## src/rtl/ff_exc_pkg.sv

```systemverilog
// Shared encodings for the flip-flop excitation sequencer and its excitation LUT.
package ff_exc_pkg;

    localparam logic [1:0] MODE_SR = 2'd0;
    localparam logic [1:0] MODE_JK = 2'd1;
    localparam logic [1:0] MODE_D  = 2'd2;
    localparam logic [1:0] MODE_T  = 2'd3;

    localparam logic [1:0] ST_IDLE   = 2'd0;
    localparam logic [1:0] ST_DRIVE  = 2'd1;
    localparam logic [1:0] ST_SETTLE = 2'd2;
    localparam logic [1:0] ST_CHECK  = 2'd3;

    localparam logic [1:0] EXC_HOLD = 2'b00;

    // Excitation that keeps a flip-flop of the given type in state q.
    function automatic logic [1:0] hold_exc(input logic [1:0] mode, input logic q);
        logic [1:0] v;
        if (mode == MODE_D) begin
            v = {q, 1'b0};
        end else begin
            v = EXC_HOLD;
        end
        return v;
    endfunction

endpackage

```

## src/rtl/ff_excitation_seq_lut.sv

```systemverilog
// Combinational excitation table: (mode, q, q_next) -> exc; i_hold selects the hold excitation for q.
module ff_exc_lut
    import ff_exc_pkg::*;
(
    input  logic [1:0] i_mode,
    input  logic       i_q_cur,
    input  logic       i_q_next,
    input  logic       i_hold,
    output logic [1:0] o_exc
);

    // Transition lookup; S=R=1 / J=K=1 is never produced.
    always_comb begin
        o_exc = EXC_HOLD;
        if (i_hold) begin
            o_exc = hold_exc(i_mode, i_q_cur);
        end else begin
            case (i_mode)
                MODE_SR, MODE_JK: begin
                    if (i_q_cur == i_q_next) begin
                        o_exc = EXC_HOLD;
                    end else if (i_q_next) begin
                        o_exc = 2'b10;
                    end else begin
                        o_exc = 2'b01;
                    end
                end
                MODE_D:  o_exc = {i_q_next, 1'b0};
                MODE_T:  o_exc = {i_q_cur ^ i_q_next, 1'b0};
                default: o_exc = EXC_HOLD;
            endcase
        end
    end

endmodule

```

## src/rtl/ff_excitation_seq.sv

```systemverilog
// Excitation sequencer: turns desired next-q values into S/R, J/K, D or T drive and checks q_fb.
// Macro FF_FB_CHECK_EN enables the SETTLE/CHECK feedback comparison; without it the flow is IDLE->DRIVE.
module ff_excitation_seq
    import ff_exc_pkg::*;
#(
    parameter int CNT_W = 8
) (
    input  logic             clk,
    input  logic             reset,
    input  logic [1:0]       mode,
    input  logic             tgt_valid,
    input  logic             tgt_q,
    output logic             tgt_ready,
    output logic [1:0]       exc,
    input  logic             q_fb,
    output logic             q_exp,
    output logic             chk_valid,
    output logic             mismatch,
    output logic [CNT_W-1:0] err_count
);

    logic [1:0] r_state;
    logic [1:0] r_mode;
    logic       r_q_nxt;
    logic       r_q_exp;
    logic [1:0] r_exc;
    logic [1:0] w_exc_move;
    logic [1:0] w_exc_hold;

    ff_exc_lut u_lut_move (
        .i_mode   (mode),
        .i_q_cur  (r_q_exp),
        .i_q_next (tgt_q),
        .i_hold   (1'b0),
        .o_exc    (w_exc_move)
    );

    // r_q_nxt equals q_exp in IDLE and is the new state during DRIVE, so it serves both hold cases.
    ff_exc_lut u_lut_hold (
        .i_mode   (r_mode),
        .i_q_cur  (r_q_nxt),
        .i_q_next (r_q_nxt),
        .i_hold   (1'b1),
        .o_exc    (w_exc_hold)
    );

    assign tgt_ready = (r_state == ST_IDLE);
    assign exc       = r_exc;
    assign q_exp     = r_q_exp;

    // Transaction FSM and excitation/expected-state registers.
    always_ff @(posedge clk or posedge reset) begin
        if (reset) begin
            r_state <= ST_IDLE;
            r_mode  <= MODE_SR;
            r_q_nxt <= 1'b0;
            r_q_exp <= 1'b0;
            r_exc   <= EXC_HOLD;
        end else begin
            case (r_state)
                ST_IDLE: begin
                    if (tgt_valid) begin
                        r_mode  <= mode;
                        r_q_nxt <= tgt_q;
                        r_exc   <= w_exc_move;
                        r_state <= ST_DRIVE;
                    end else begin
                        r_exc   <= w_exc_hold;
                    end
                end
                ST_DRIVE: begin
                    r_q_exp <= r_q_nxt;
                    r_exc   <= w_exc_hold;
`ifdef FF_FB_CHECK_EN
                    r_state <= ST_SETTLE;
`else
                    r_state <= ST_IDLE;
`endif
                end
                ST_SETTLE: r_state <= ST_CHECK;
                ST_CHECK:  r_state <= ST_IDLE;
                default:   r_state <= ST_IDLE;
            endcase
        end
    end

`ifdef FF_FB_CHECK_EN
    logic             r_chk_valid;
    logic             r_mismatch;
    logic [CNT_W-1:0] r_err_count;
    logic             w_miss;

    assign w_miss = (q_fb != r_q_exp);

    // Feedback comparison and saturating error counter; result pulses for one cycle.
    always_ff @(posedge clk or posedge reset) begin
        if (reset) begin
            r_chk_valid <= 1'b0;
            r_mismatch  <= 1'b0;
            r_err_count <= {CNT_W{1'b0}};
        end else if (r_state == ST_CHECK) begin
            r_chk_valid <= 1'b1;
            r_mismatch  <= w_miss;
            if (w_miss && (r_err_count != {CNT_W{1'b1}})) begin
                r_err_count <= r_err_count + {{(CNT_W-1){1'b0}}, 1'b1};
            end else begin
                r_err_count <= r_err_count;
            end
        end else begin
            r_chk_valid <= 1'b0;
            r_mismatch  <= 1'b0;
        end
    end

    assign chk_valid = r_chk_valid;
    assign mismatch  = r_mismatch;
    assign err_count = r_err_count;
`else
    logic w_unused_q_fb;

    assign w_unused_q_fb = q_fb;
    assign chk_valid     = 1'b0;
    assign mismatch      = 1'b0;
    assign err_count     = {CNT_W{1'b0}};
`endif

endmodule

```

## config.mk

```make
export PLATFORM = sky130hd
export DESIGN_NAME = ff_excitation_seq
export DESIGN_NICKNAME = d
export VERILOG_FILES = /design/src/rtl/ff_exc_pkg.sv /design/src/rtl/ff_excitation_seq_lut.sv /design/src/rtl/ff_excitation_seq.sv
export SDC_FILE = /design/constraint.sdc
export NUM_CORES = 1
export LEC_CHECK = 0
export ABC_CLOCK_PERIOD_IN_PS = 1800
export BUFFER_PORTS_ARGS = -buffer_cell sky130_fd_sc_hd__buf_2
export CAP_MARGIN = 0
export CORE_AREA = 3 3 40 42
export DETAILED_ROUTE_END_ITERATION = 6
export DIE_AREA = 0 0 43 45
export GPL_ROUTABILITY_DRIVEN = 0
export PLACE_DENSITY = 0.63
export RECOVER_POWER = 100
export SLEW_MARGIN = 20
export SYNTH_ARGS = -nofsm -noshare
export SYNTH_HDL_FRONTEND = slang
export SYNTH_SLANG_ARGS = --single-unit
```

## constraint.sdc

```tcl
create_clock -name clk -period 1.8 [get_ports clk]
set_clock_uncertainty 0.1 [all_clocks]
set_input_delay 0.36 -clock clk [delete_from_list [all_inputs] [get_ports clk]]
set_output_delay 0.36 -clock clk [all_outputs]
set_load 0.01 [all_outputs]
```

---- Yosys cells after proc, flatten, opt, wreduce, memory -nomap -nowiden ----
Cells that the tools add are included.
word-level totals
  bits in registers ....................... 8
  input port bits ......................... 7
  word-level logic and storage cells ...... 29
cells by class
  equality and inequality tests ........... 9
  muxes and demuxes ....................... 8
  bitwise operators ....................... 1
  reductions and logical operators ........ 6
operator list
  kind                count
  $pmux 2 s3          2
  $eq 2x2->1 const B  5
  $mux 2              5
  $eq 2x1->1 const B  2
  $logic_not 2->1     2
  $pmux 2 s2          1
  $reduce_or 2->1     2
  $ne 2x2->1 const B  1
  $reduce_and 2->1    1
  $reduce_bool 2->1   1
  $eq 1x1->1          1
  $xor 1x1->1         1

---- Depth between registers and ports, before layout ----
Gate-level depths: netlist of run 1.
  word-level depth ........................ 5
  mapped depth ............................ 5
  mapped depth without buffers ............ 5

---- Modules after synthesis ----
From an unflattened synthesis of run 1, not the netlist that was laid out.
unflattened totals
  cell total of the unflattened synthesis .. 63
  area total of the unflattened synthesis .. 606.8 um^2
modules (own cells, without submodules)
  module             instances  cells an instance  area each (um^2)
  ff_excitation_seq  1          41                 446.7
  ff_exc_lut         2          11                 80.1

---- Worst setup path before layout of run 1 ----
No wires, ideal clock.
  path kind ............................... reg2reg
  start point ............................. register r_state[1]
  end point ............................... register r_mode[0]
  setup time .............................. 0.125 ns
  data arrival time ....................... 1.088 ns
  data required time ...................... 1.575 ns
  slack ................................... 0.487 ns
  cell stages (with the launch flop) ...... 4
  period minus slack after synthesis ...... 1.313 ns
  path through ............................ dfrtp_1 -> buf_6 -> nor3b_4 -> mux2_2
on the way
  cells in the longest elaborated chain, start to end .. 2
ends and longest elaborated chain
  what                        line                     text
  start: declaration          ff_excitation_seq.sv:22  logic [1:0] r_state;
  start signal: assignment    ff_excitation_seq.sv:54  r_state <= ST_IDLE;
  start signal: assignment    ff_excitation_seq.sv:66  r_state <= ST_DRIVE;
  start signal: assignment    ff_excitation_seq.sv:77  r_state <= ST_IDLE;
  $logic_not 2->1             ff_excitation_seq.sv:60  case (r_state)
  $reduce_and 2->1 (no line)  -
  end signal: assignment      ff_excitation_seq.sv:63  r_mode <= mode;
  end: declaration            ff_excitation_seq.sv:23  logic [1:0] r_mode;
No other way between the ends.
A chain may end at the register's enable or synchronous reset.

---- Worst setup path in the final report of run 1 ----
  start point ............................. register r_state[1]
  end point ............................... output tgt_ready
on the way
  cells in the longest elaborated chain, start to end .. 1
ends and longest elaborated chain
  what              line                     text
  $logic_not 2->1   ff_excitation_seq.sv:47  assign tgt_ready = (r_state == ST_IDLE);
  end: declaration  ff_excitation_seq.sv:13  output logic tgt_ready,
No other way between the ends.

==> results of run 1 <==
logic make-up (layout without fill, tap and decap cells):
| logic type | count (synthesis) | count (layout) | synth area share [%] |
|---|---|---|---|
| AOI/OAI and AO/OA | 7 | 7 | 10.24 |
| adders and majority gates | 2 | 2 | 5.249 |
| buffers and inverters | 15 | 17 | 21.26 |
| DFF | 8 | 8 | 41.99 |
| muxes | 3 | 3 | 7.086 |
| other | 1 | 10 | 0.7866 |
| and+or+nand+nor | 9 | 9 | 13.39 |
layout make-up:
cell class	instances	area share, %
Clock buffer	3	4.369
Inverter	4	2.913
Multi-Input combinational cell	31	40.53
Sequential cell	8	38.83
Tap cell	15	3.641
Timing Repair Buffer	10	9.709
cells in the final DEF, fill, tap and decap left out, types with 2 or more instances in the layout:
cell type,count
sky130_fd_sc_hd__dfrtp_1,8
sky130_fd_sc_hd__nand2_1,2
sky130_fd_sc_hd__inv_1,4
sky130_fd_sc_hd__mux2_2,3
sky130_fd_sc_hd__conb_1,10
sky130_fd_sc_hd__buf_2,5
sky130_fd_sc_hd__clkbuf_4,3
sky130_fd_sc_hd__nor2_1,3
sky130_fd_sc_hd__clkbuf_1,4
sky130_fd_sc_hd__ha_1,2
registers in the layout (all words and copies together), names as in the netlist:
name and flops:
r_state 2, r_q_nxt 1, exc 2, q_exp 1
r_mode 2
per-layer routing:
metal  share of wire (%)  up-vias
met4                   0        0
met1                  44      148
met5                   0        -
met3                 9.1        0
met2                  47       12
li1                    -      155
metrics by stage:
step | utilization, % | cell area (um2) | setup slack (ps) | hold WS, ps | cells
floorplan | - | 510.5 | 487.2 | 75.66 | 54
global placement | 37.97 | 488.0 | 391.4 | 220.0 | 67
detailed placement | 37.97 | 488.0 | 383.6 | 218.8 | 67
CTS | 40.51 | 520.5 | 317.2 | 266.5 | 71
global route | 40.12 | 515.5 | 247.3 | 267.2 | 71
finish | 40.12 | 515.5 | 303.5 | 270.7 | 71
power by group:
group / internal [mW] / switching [mW]
Sequential: 0.200 / 0.0140
Clock: 0.0763 / 0.0602
Combinational: 0.0345 / 0.0446
critical path: stages (launching register included):
cell and delay [ps]:
sky130_fd_sc_hd__dfrtp_1 490, sky130_fd_sc_hd__nor2_1 140, sky130_fd_sc_hd__clkbuf_1 160
worst max path at each step:
stage,startpoint,end,cells past startpoint
after floorplan,r_state[1],r_mode[0],3
after global placement,r_state[1],r_mode[1],2
after detailed placement,r_state[1],r_mode[0],2
after CTS,r_state[1],tgt_ready,2
after global routing,r_state[1],tgt_ready,2
final,r_state[1],tgt_ready,2
==> qor.txt, run 1 <==
Max Fanout on Critical Path -> 9
Root buffer selected by CTS -> sky130_fd_sc_hd__clkbuf_4
Library cell with the highest instance count after synthesis -> sky130_fd_sc_hd__buf_4
Gr ovfl total -> 0
Number of synthesized flops with an enable pin -> 0
Cts-stage hold buffer count -> 1
Portion of synthesized cell area occupied by the leading cell type -> 41.99%
Netlist area before placement -> 476.7 um2
Die Outline Area -> 1935 um2
Worst-case hold path end point -> r_state[0]
Yosys top cell by area -> sky130_fd_sc_hd__dfrtp_1
Asr flop ratio synth -> 100.0%
Number of port buffers -> 9
Area growth, synth to finish -> 8.136%
Max Cap Violations -> 0
Number of rows in the core area -> 13
CTS sink cnt -> 8
Crit Reg-Reg Startpoint -> r_state[1]
Global-route wire length before repair -> 1269 um
Leakage power of the design -> 0.2591 nW
Crit. End Element -> primary output
Detailed-route vias per instance -> 4.437
Fmax -> 0.6682 GHz
Number of buffers created by CTS -> 3
Time the final worst path needs with I/O delays and setup -> 1496 ps
Top cell types by occurrence after synthesis -> 10 x sky130_fd_sc_hd__buf_4, 8 x sky130_fd_sc_hd__dfrtp_1, 4 x sky130_fd_sc_hd__inv_1
WP data arrival -> 1040 ps
Data required time of the worst path -> 1340 ps
All-layer global routing usage -> 9.091%
Antenna-violating nets left -> 0
Initial core utilization -> 37.10%
Path category of the worst min-delay check -> input pin to flop
Fraction of met1 tracks used by global routing -> 10.70%
HPWL after detailed placement -> 621.1 um
Mean instance size in the synthesized netlist -> 10.59 um2
TritonCTS clock tree -> done
Multi-input gate area -> 209.0 um2
Register-to-register path setup slack -> 380 ps
Post-Syn Instances -> 45
Final-report max-slew violation count -> 0
DRC viols -> 0
Number of global-route vias before repair -> 305
Met3 GRT Util -> 3.187%
CTS H-tree depth -> 1
Total negative slack for setup checks -> 0 ps
Met2 routing resource usage after global routing -> 14.37%
Capture instance of the worst register-to-register path -> r_mode[0]
Max Root-Sink Buffers -> 2
Pre-Repair DR Iteration Count -> 2
Routed wire length per instance -> 10.93 um
Number of register bits inferred by synthesis -> 8
Power density over the cells -> 832.5 nW/um2
Hold path start -> tgt_valid
Result of the run -> finished, final reports clean
Die Width -> 43 um
Area taken by flip-flops and latches -> 200.2 um2
Netlist cell types -> 20
Top-level port count -> 21
Sequential fraction of the synthesis area -> 41.99%
Number of vias after detailed routing -> 315
Primary flip-flop cell chosen by synthesis mapping -> sky130_fd_sc_hd__dfrtp_1
Total wirelength of the detailed-routed design -> 776 um
Clock network latency to the later pin of the worst-skew pair -> 250 ps
Element type at the critical path start -> flop
Post CTS Setup Buffer Count -> 0
Iteration-0 DRC Markers -> 1
Worst ir drop on vdd -> 0.3345 mV
Fraction of layout cells with a size suffix above 1 -> 23.21%
Clock input transition at the sequential cells of the worst setup and hold paths -> 60 ps
Synth area leaders -> sky130_fd_sc_hd__dfrtp_1 42%, sky130_fd_sc_hd__buf_4 16%, sky130_fd_sc_hd__mux2_2 7.1%
Depth of the worst hold-timing path -> 3
Final setup violation count -> 0
Final net count -> 67
RSZ-0062 raised after global routing -> no
Filler Cell Count -> 142
Critical path type -> flop to primary output
Warnings, synthesis -> 0
Die Span Y -> 45 um
Post-CTS sizing -> 0
Floorplan Core Area -> 1285 um2
Number of diodes added for antenna fixing -> 0
Share of the clock period used by the worst path -> 83.14%
Number of cells on the worst reg-to-reg path -> 2
Maximum number of pins on one net before global-route repair -> 10
Gr busiest metal -> met2
Total power draw -> 0.4291 mW
Number of failing hold endpoints at the final stage -> 0
Number of antenna violations at the first check in global routing -> 0
Note: power is estimated with default switching activity, not from simulation.
==> run 2, diff against run 1 <==
- ABC_CLOCK_PERIOD_IN_PS: 1800 -> 1400
- clock period: 1.8 -> 1.4 ns (I/O delays scaled with it)
==> run 2 against run 1 <==
- power increased by 36%
- utilization increased by 7.4 points
- largest power group unchanged
- register-to-register slack got worse by 360 ps
- die area unchanged
- worst hold slack got worse by 70 ps
- clock power increased by 31%
- wire length increased by 18%
- non-clock buffer count increased by 7
- clock-buffer cell count unchanged
- combinational power increased by 66%
- first-iteration DRC count increased to 22 times the previous value
==> qor.txt, run 2 (synthesis gave the netlist of run 1 again) <==
All-layer global routing usage -> 9.083% (about the same)
Total placed cells including tap cells -> 70 (+4.5%)
Element type at the critical path start -> flop
Floorplan Core Area -> 1285 um2 (unchanged)
Max Cap Violations -> 0 (unchanged)
Data required time of the worst path -> 1020 ps (-320 ps)
Fraction of layout cells with a size suffix above 1 -> 36.51% (+13 points)
Filler Cell Count -> 116 (-18%)
Number of global-route vias before repair -> 313 (+2.6%)
Total power draw -> 0.5844 mW (+36%)
Total wirelength of the detailed-routed design -> 913 um (+18%)
Number of cells on the worst reg-to-reg path -> 3 (+1)
Number of port buffers -> 9 (unchanged)
Die Outline Area -> 1935 um2 (unchanged)
Post-route non-filler standard cell count -> 78 (+9.9%)
Worst path depth -> 3 (+1)
CTS sink cnt -> 8 (unchanged)
Gr ovfl total -> 0 (unchanged)
Number of buffers created by CTS -> 3 (unchanged)
Master of the slowest instance on the critical path -> sky130_fd_sc_hd__dfrtp_1
Number of vias after detailed routing -> 342 (+8.6%)
Power density over the cells -> 957.1 nW/um2 (+15%)
Global-route wire length before repair -> 1262 um (-0.55%)
Detailed-route vias per instance -> 4.385 (-1.2%)
Number of rows in the core area -> 13 (unchanged)
DRC viols -> 0 (unchanged)
Iteration-0 DRC Markers -> 22 (+21)
Maximum number of pins on one net before global-route repair -> 9 (-1)
Area growth, synth to finish -> 28.08%
Critical path type -> flop to primary output
Number of failing hold endpoints at the final stage -> 0 (unchanged)
Worst setup startpoint -> r_state[0]
Clock network latency to the later pin of the worst-skew pair -> 250 ps (about the same)
Fmax -> 0.7185 GHz
Number of diodes added for antenna fixing -> 0 (unchanged)
Maximum cell stage delay along the critical path -> 430 ps (-60 ps)
CP delay by family, top -> flip-flops
Crit Reg-Reg Startpoint -> r_state[1]
Initial core utilization -> 37.10% (unchanged)
WP data arrival -> 1010 ps (-30 ps)
HPWL after detailed placement -> 610.8 um (-1.7%)
Last element of the critical path -> tgt_ready
Antenna-violating nets left -> 0 (unchanged)
Clock input transition at the sequential cells of the worst setup and hold paths -> 60 ps (about the same)
CP cell instances -> buf_6, nor2_4, buf_6
CTS H-tree depth -> 1 (unchanged)
Max Root-Sink Buffers -> 2 (unchanged)
TritonCTS clock tree -> done
Commonest cells after routing, fill and taps aside -> 10 x sky130_fd_sc_hd__conb_1, 8 x sky130_fd_sc_hd__dfrtp_1, 5 x sky130_fd_sc_hd__buf_2
Register-to-register path setup slack -> 20 ps (-360 ps)
Crit. End Element -> primary output
Path category of the worst min-delay check -> input pin to flop
Final setup violation count -> 0 (unchanged)
Die Width -> 43 um (unchanged)
Final-report max-slew violation count -> 0 (unchanged)
Count of buffering cells on the critical path with inverters included -> 2 (+1)
Number of antenna violations at the first check in global routing -> 0 (unchanged)
Pre-Repair DR Iteration Count -> 5 (+3)
Worst ir drop on vdd -> 0.5110 mV (+53%)
Result of the run -> finished, final reports clean
Top-level port count -> 21 (unchanged)
Capture instance of the worst register-to-register path -> r_q_nxt
Commonest non-fill, non-tap cell in the layout -> sky130_fd_sc_hd__conb_1
Layout Utilization -> 47.52% (+7.4 points)
Routed wire length per instance -> 11.71 um (+7.1%)
Leakage power of the design -> 0.3180 nW (+23%)
CP dominant cell by count -> sky130_fd_sc_hd__buf_6
RSZ-0062 raised after global routing -> yes
Root buffer selected by CTS -> sky130_fd_sc_hd__clkbuf_4
Time the final worst path needs with I/O delays and setup -> 1392 ps
Max Fanout on Critical Path -> 2 (-7)
Die Span Y -> 45 um (unchanged)
Final net count -> 74 (+10%)
Share of the clock period used by the worst path -> 99.41%
==> run 2: how the worst min path moves through the flow <==
| stage | start | endpoint | slack, ps | cells past startpoint |
|---|---|---|---|---|
| floorplan | reset | exc[0] | -4 | 1 |
| global placement | reset | r_mode[1] | 140 | 2 |
| detailed placement | reset | r_mode[0] | 140 | 2 |
| CTS | tgt_valid | r_state[0] | 180 | 3 |
| global route | mode[1] | r_mode[1] | 200 | 2 |
| finish | mode[1] | r_mode[1] | 200 | 2 |
==> run 2: timing repair <==
action                     4_1_cts  5_1_grt
setup endpoints to repair        1        4
hold buffers                     1        0
gates resized for setup          0       10
buffers inserted                 1        3
pin swaps                        0        2
hold endpoints to repair         8        0
==> run 2: layout make-up <==
cell class	instances	area (um2)	share of cell area, %
inverters	4	15.01	2.459
multi-input cells	31	232.7	38.11
well taps	15	18.77	3.074
clock buffers	3	22.52	3.689
flip-flops and latches	8	200.2	32.79
repair buffers	17	121.4	19.88
==> run 2: routing by layer <==
metal | share of wire (%) | vias to the layer above | track usage (%)
li1 | - | 167 | -
met1 | 41 | 163 | 11.91
met5 | 0 | - | 0
met4 | 0 | 0 | 5.422
met3 | 7.3 | 0 | 3.586
met2 | 51 | 12 | 12.57
==> run 2: stage by stage <==
| step | instance area [um2] | TNS, ps | hold slack (ps) | setup WS, ps |
|---|---|---|---|---|
| after floorplan | 510.5 | 0 | -4.342 | 87.24 |
| after global placement | 510.5 | 0 | 140.0 | 120.2 |
| after detailed placement | 510.5 | 0 | 144.1 | 107.4 |
| after CTS | 550.5 | 0 | 175.6 | 3.482 |
| after global routing | 610.6 | -139.8 | 201.1 | -30.56 |
| final | 610.6 | 0 | 200.3 | 8.213 |
==> run 2: power breakdown <==
part	switching (mW)	internal (mW)	total, mW
Combinational	0.0656	0.0653	0.131
Sequential	0.0188	0.257	0.275
Clock	0.0799	0.0982	0.178
==> run 3, diff against run 2 <==
- PLACE_DENSITY: 0.63 -> not set
==> run 3 against run 2 <==
- the run now ends with negative setup slack left
- sequential share of layout area grew 1.5 points
- design area shrank 4.3%
- non-clock buffer count shrank 1
- wire length shrank 3.8%
- global-route usage grew 0.59 points
- flip-flop and latch count is the same
- setup slack lost 8.6 ps
- combinational power shrank 5%
- worst hold slack lost 30 ps
- highest routed layer is now met4
==> qor.txt, run 3 (synthesis gave the netlist of run 1 again) <==
Fraction of layout cells with a size suffix above 1 -> 37.10% (+0.59 points)
HPWL after detailed placement -> 646.9 um (+5.9%)
Commonest non-fill, non-tap cell in the layout -> sky130_fd_sc_hd__conb_1
Final setup violation count -> 1 (+1)
Number of global-route vias before repair -> 302 (-3.5%)
Final net count -> 73 (-1.4%)
Number of port buffers -> 9 (unchanged)
Die Outline Area -> 1935 um2 (unchanged)
Multi-input gate area -> 220.2 um2 (-5.4%)
Element type at the critical path start -> flop
Post-route non-filler standard cell count -> 77 (-1.3%)
Maximum cell stage delay along the critical path -> 390 ps (-40 ps)
Routed wire length per instance -> 11.40 um (-2.6%)
Pre-Repair DR Iteration Count -> 2 (-3)
Layout Utilization -> 45.47% (-2.0 points)
Number of diodes added for antenna fixing -> 0 (unchanged)
Detailed-route vias per instance -> 4.351 (-0.77%)
Max Root-Sink Buffers -> 2 (unchanged)
Worst ir drop on vdd -> 0.4275 mV (-16%)
CTS H-tree depth -> 1 (unchanged)
Antenna-violating nets left -> 0 (unchanged)
Number of buffers created by CTS -> 3 (unchanged)
Area growth, synth to finish -> 22.57%
Number of antenna violations at the first check in global routing -> 0 (unchanged)
CP cell instances -> buf_4, nor3b_4, buf_6, mux2_4
Floorplan Core Area -> 1285 um2 (unchanged)
Path category of the worst min-delay check -> input pin to flop
Share of the clock period used by the worst path -> 100.0% (+0.61 points)
Gr ovfl total -> 0 (unchanged)
Number of rows in the core area -> 13 (unchanged)
Number of vias after detailed routing -> 335 (-2.0%)
Final worst slack -> -0.3746 ps (-8.588 ps)
Power density over the cells -> 1001 nW/um2 (+4.6%)
Master of the slowest instance on the critical path -> sky130_fd_sc_hd__dfrtp_1
Global-route wire length before repair -> 1262 um (unchanged)
Maximum number of pins on one net before global-route repair -> 9 (unchanged)
Crit. End Element -> flop
Critical path type -> flop to flop
Filler Cell Count -> 132 (+14%)
Area after detailed placement -> 503.0 um2 (-1.5%)
Number of failing hold endpoints at the final stage -> 0 (unchanged)
Max Fanout on Critical Path -> 3 (+1)
Violations in the final reports -> negative setup slack
Initial core utilization -> 37.10% (unchanged)
Total placed cells including tap cells -> 69 (-1.4%)
Top-level port count -> 21 (unchanged)
Area taken by flip-flops and latches -> 200.2 um2 (unchanged)
Clock network latency to the later pin of the worst-skew pair -> 260 ps (about the same)
Clock input transition at the sequential cells of the worst setup and hold paths -> 60 ps (about the same)
Max Cap Violations -> 0 (unchanged)
Time the final worst path needs with I/O delays and setup -> 1400 ps (+8.588 ps)
Result of the run -> complete, but fails checks
Total negative slack for setup checks -> -0.3746 ps (-0.3746 ps)
Leakage power of the design -> 0.3171 nW (-0.29%)
RSZ-0062 raised after global routing -> yes
Final Instance Area -> 584.3 um2 (-4.3%)
All-layer global routing usage -> 9.672% (+0.59 points)
Hold Slack -> 169.8 ps (-30.47 ps)
Fmax -> 0.7141 GHz (-0.61%)
Iteration-0 DRC Markers -> 1 (-95%)
CTS sink cnt -> 8 (unchanged)
TritonCTS clock tree -> done
Total wirelength of the detailed-routed design -> 878 um (-3.8%)
Die Width -> 43 um (unchanged)
Die Span Y -> 45 um (unchanged)
Data required time of the worst path -> 1450 ps (+430 ps)
DRC viols -> 0 (unchanged)
Final-report max-slew violation count -> 0 (unchanged)
Commonest cells after routing, fill and taps aside -> 10 x sky130_fd_sc_hd__conb_1, 9 x sky130_fd_sc_hd__buf_2, 8 x sky130_fd_sc_hd__dfrtp_1
Root buffer selected by CTS -> sky130_fd_sc_hd__clkbuf_4
WP data arrival -> 1450 ps (+440 ps)
run 3: cell count changes in the layout (fill, tap and decap cells not counted), sizes merged:
cell and delta:
clkbuf -4, buf +3
run 3: final timing paths:
kind	from	depth (start not counted)	endpoint	slack (ps)
max in group asynchronous	reset	3	exc[1]	560
setup reg to reg	r_state[1]	4	r_mode[0]	-0.4
setup / recovery	r_state[1]	4	r_mode[0]	-0.4
min in group asynchronous	reset	3	r_state[0]	410
hold / removal	tgt_valid	3	r_state[0]	170
hold reg to reg	exc[0]	1	exc[0]	390
run 3: layer usage:
metal | up-vias | routed length [um] | track usage (%)
met5 | - | 0 | 0
met4 | 0 | 23 | 9.036
met3 | 4 | 67 | 3.586
met2 | 15 | 402 | 14.67
met1 | 153 | 386 | 10.42
li1 | 163 | - | -
run 3: final cells by class:
cell class                      count  share of cell area, %
Timing Repair Buffer               16                  18.42
Sequential cell                     8                  34.26
Multi-Input combinational cell     31                  37.69
Inverter                            4                  2.570
Tap cell                           15                  3.212
Clock buffer                        3                  3.854
run 3: metrics by stage:
stage	setup slack [ps]	total power, mW
floorplan	87.24	0.3660
global placement	102.6	0.3815
detailed placement	94.86	0.3853
CTS	6.056	0.5720
global route	-26.56	0.6128
finish	-0.3746	0.5851
run 3: power breakdown:
| part | leakage [nW] | switching, mW | internal [mW] |
|---|---|---|---|
| clock | 0.0138 | 0.0861 | 0.0986 |
| sequential | 0.100 | 0.0198 | 0.257 |
| combinational | 0.203 | 0.0605 | 0.0634 |
| total | 0.317 | 0.166 | 0.419 |
run 3: worst max-delay path, delay by kind of cell, from the launching register on:
family	cells	cell delay, ps
buf+inv	2	290
simple gates	1	210
flops	1	390
mux	1	290
run 3: timing repair:
action                                  4_1_cts  5_1_grt
hold buffers                                  1        0
hold endpoints to repair                      8        0
pin swaps                                     1        1
buffers inserted                              1        3
resized for setup                             1        4
endpoints found under the setup margin        1        5
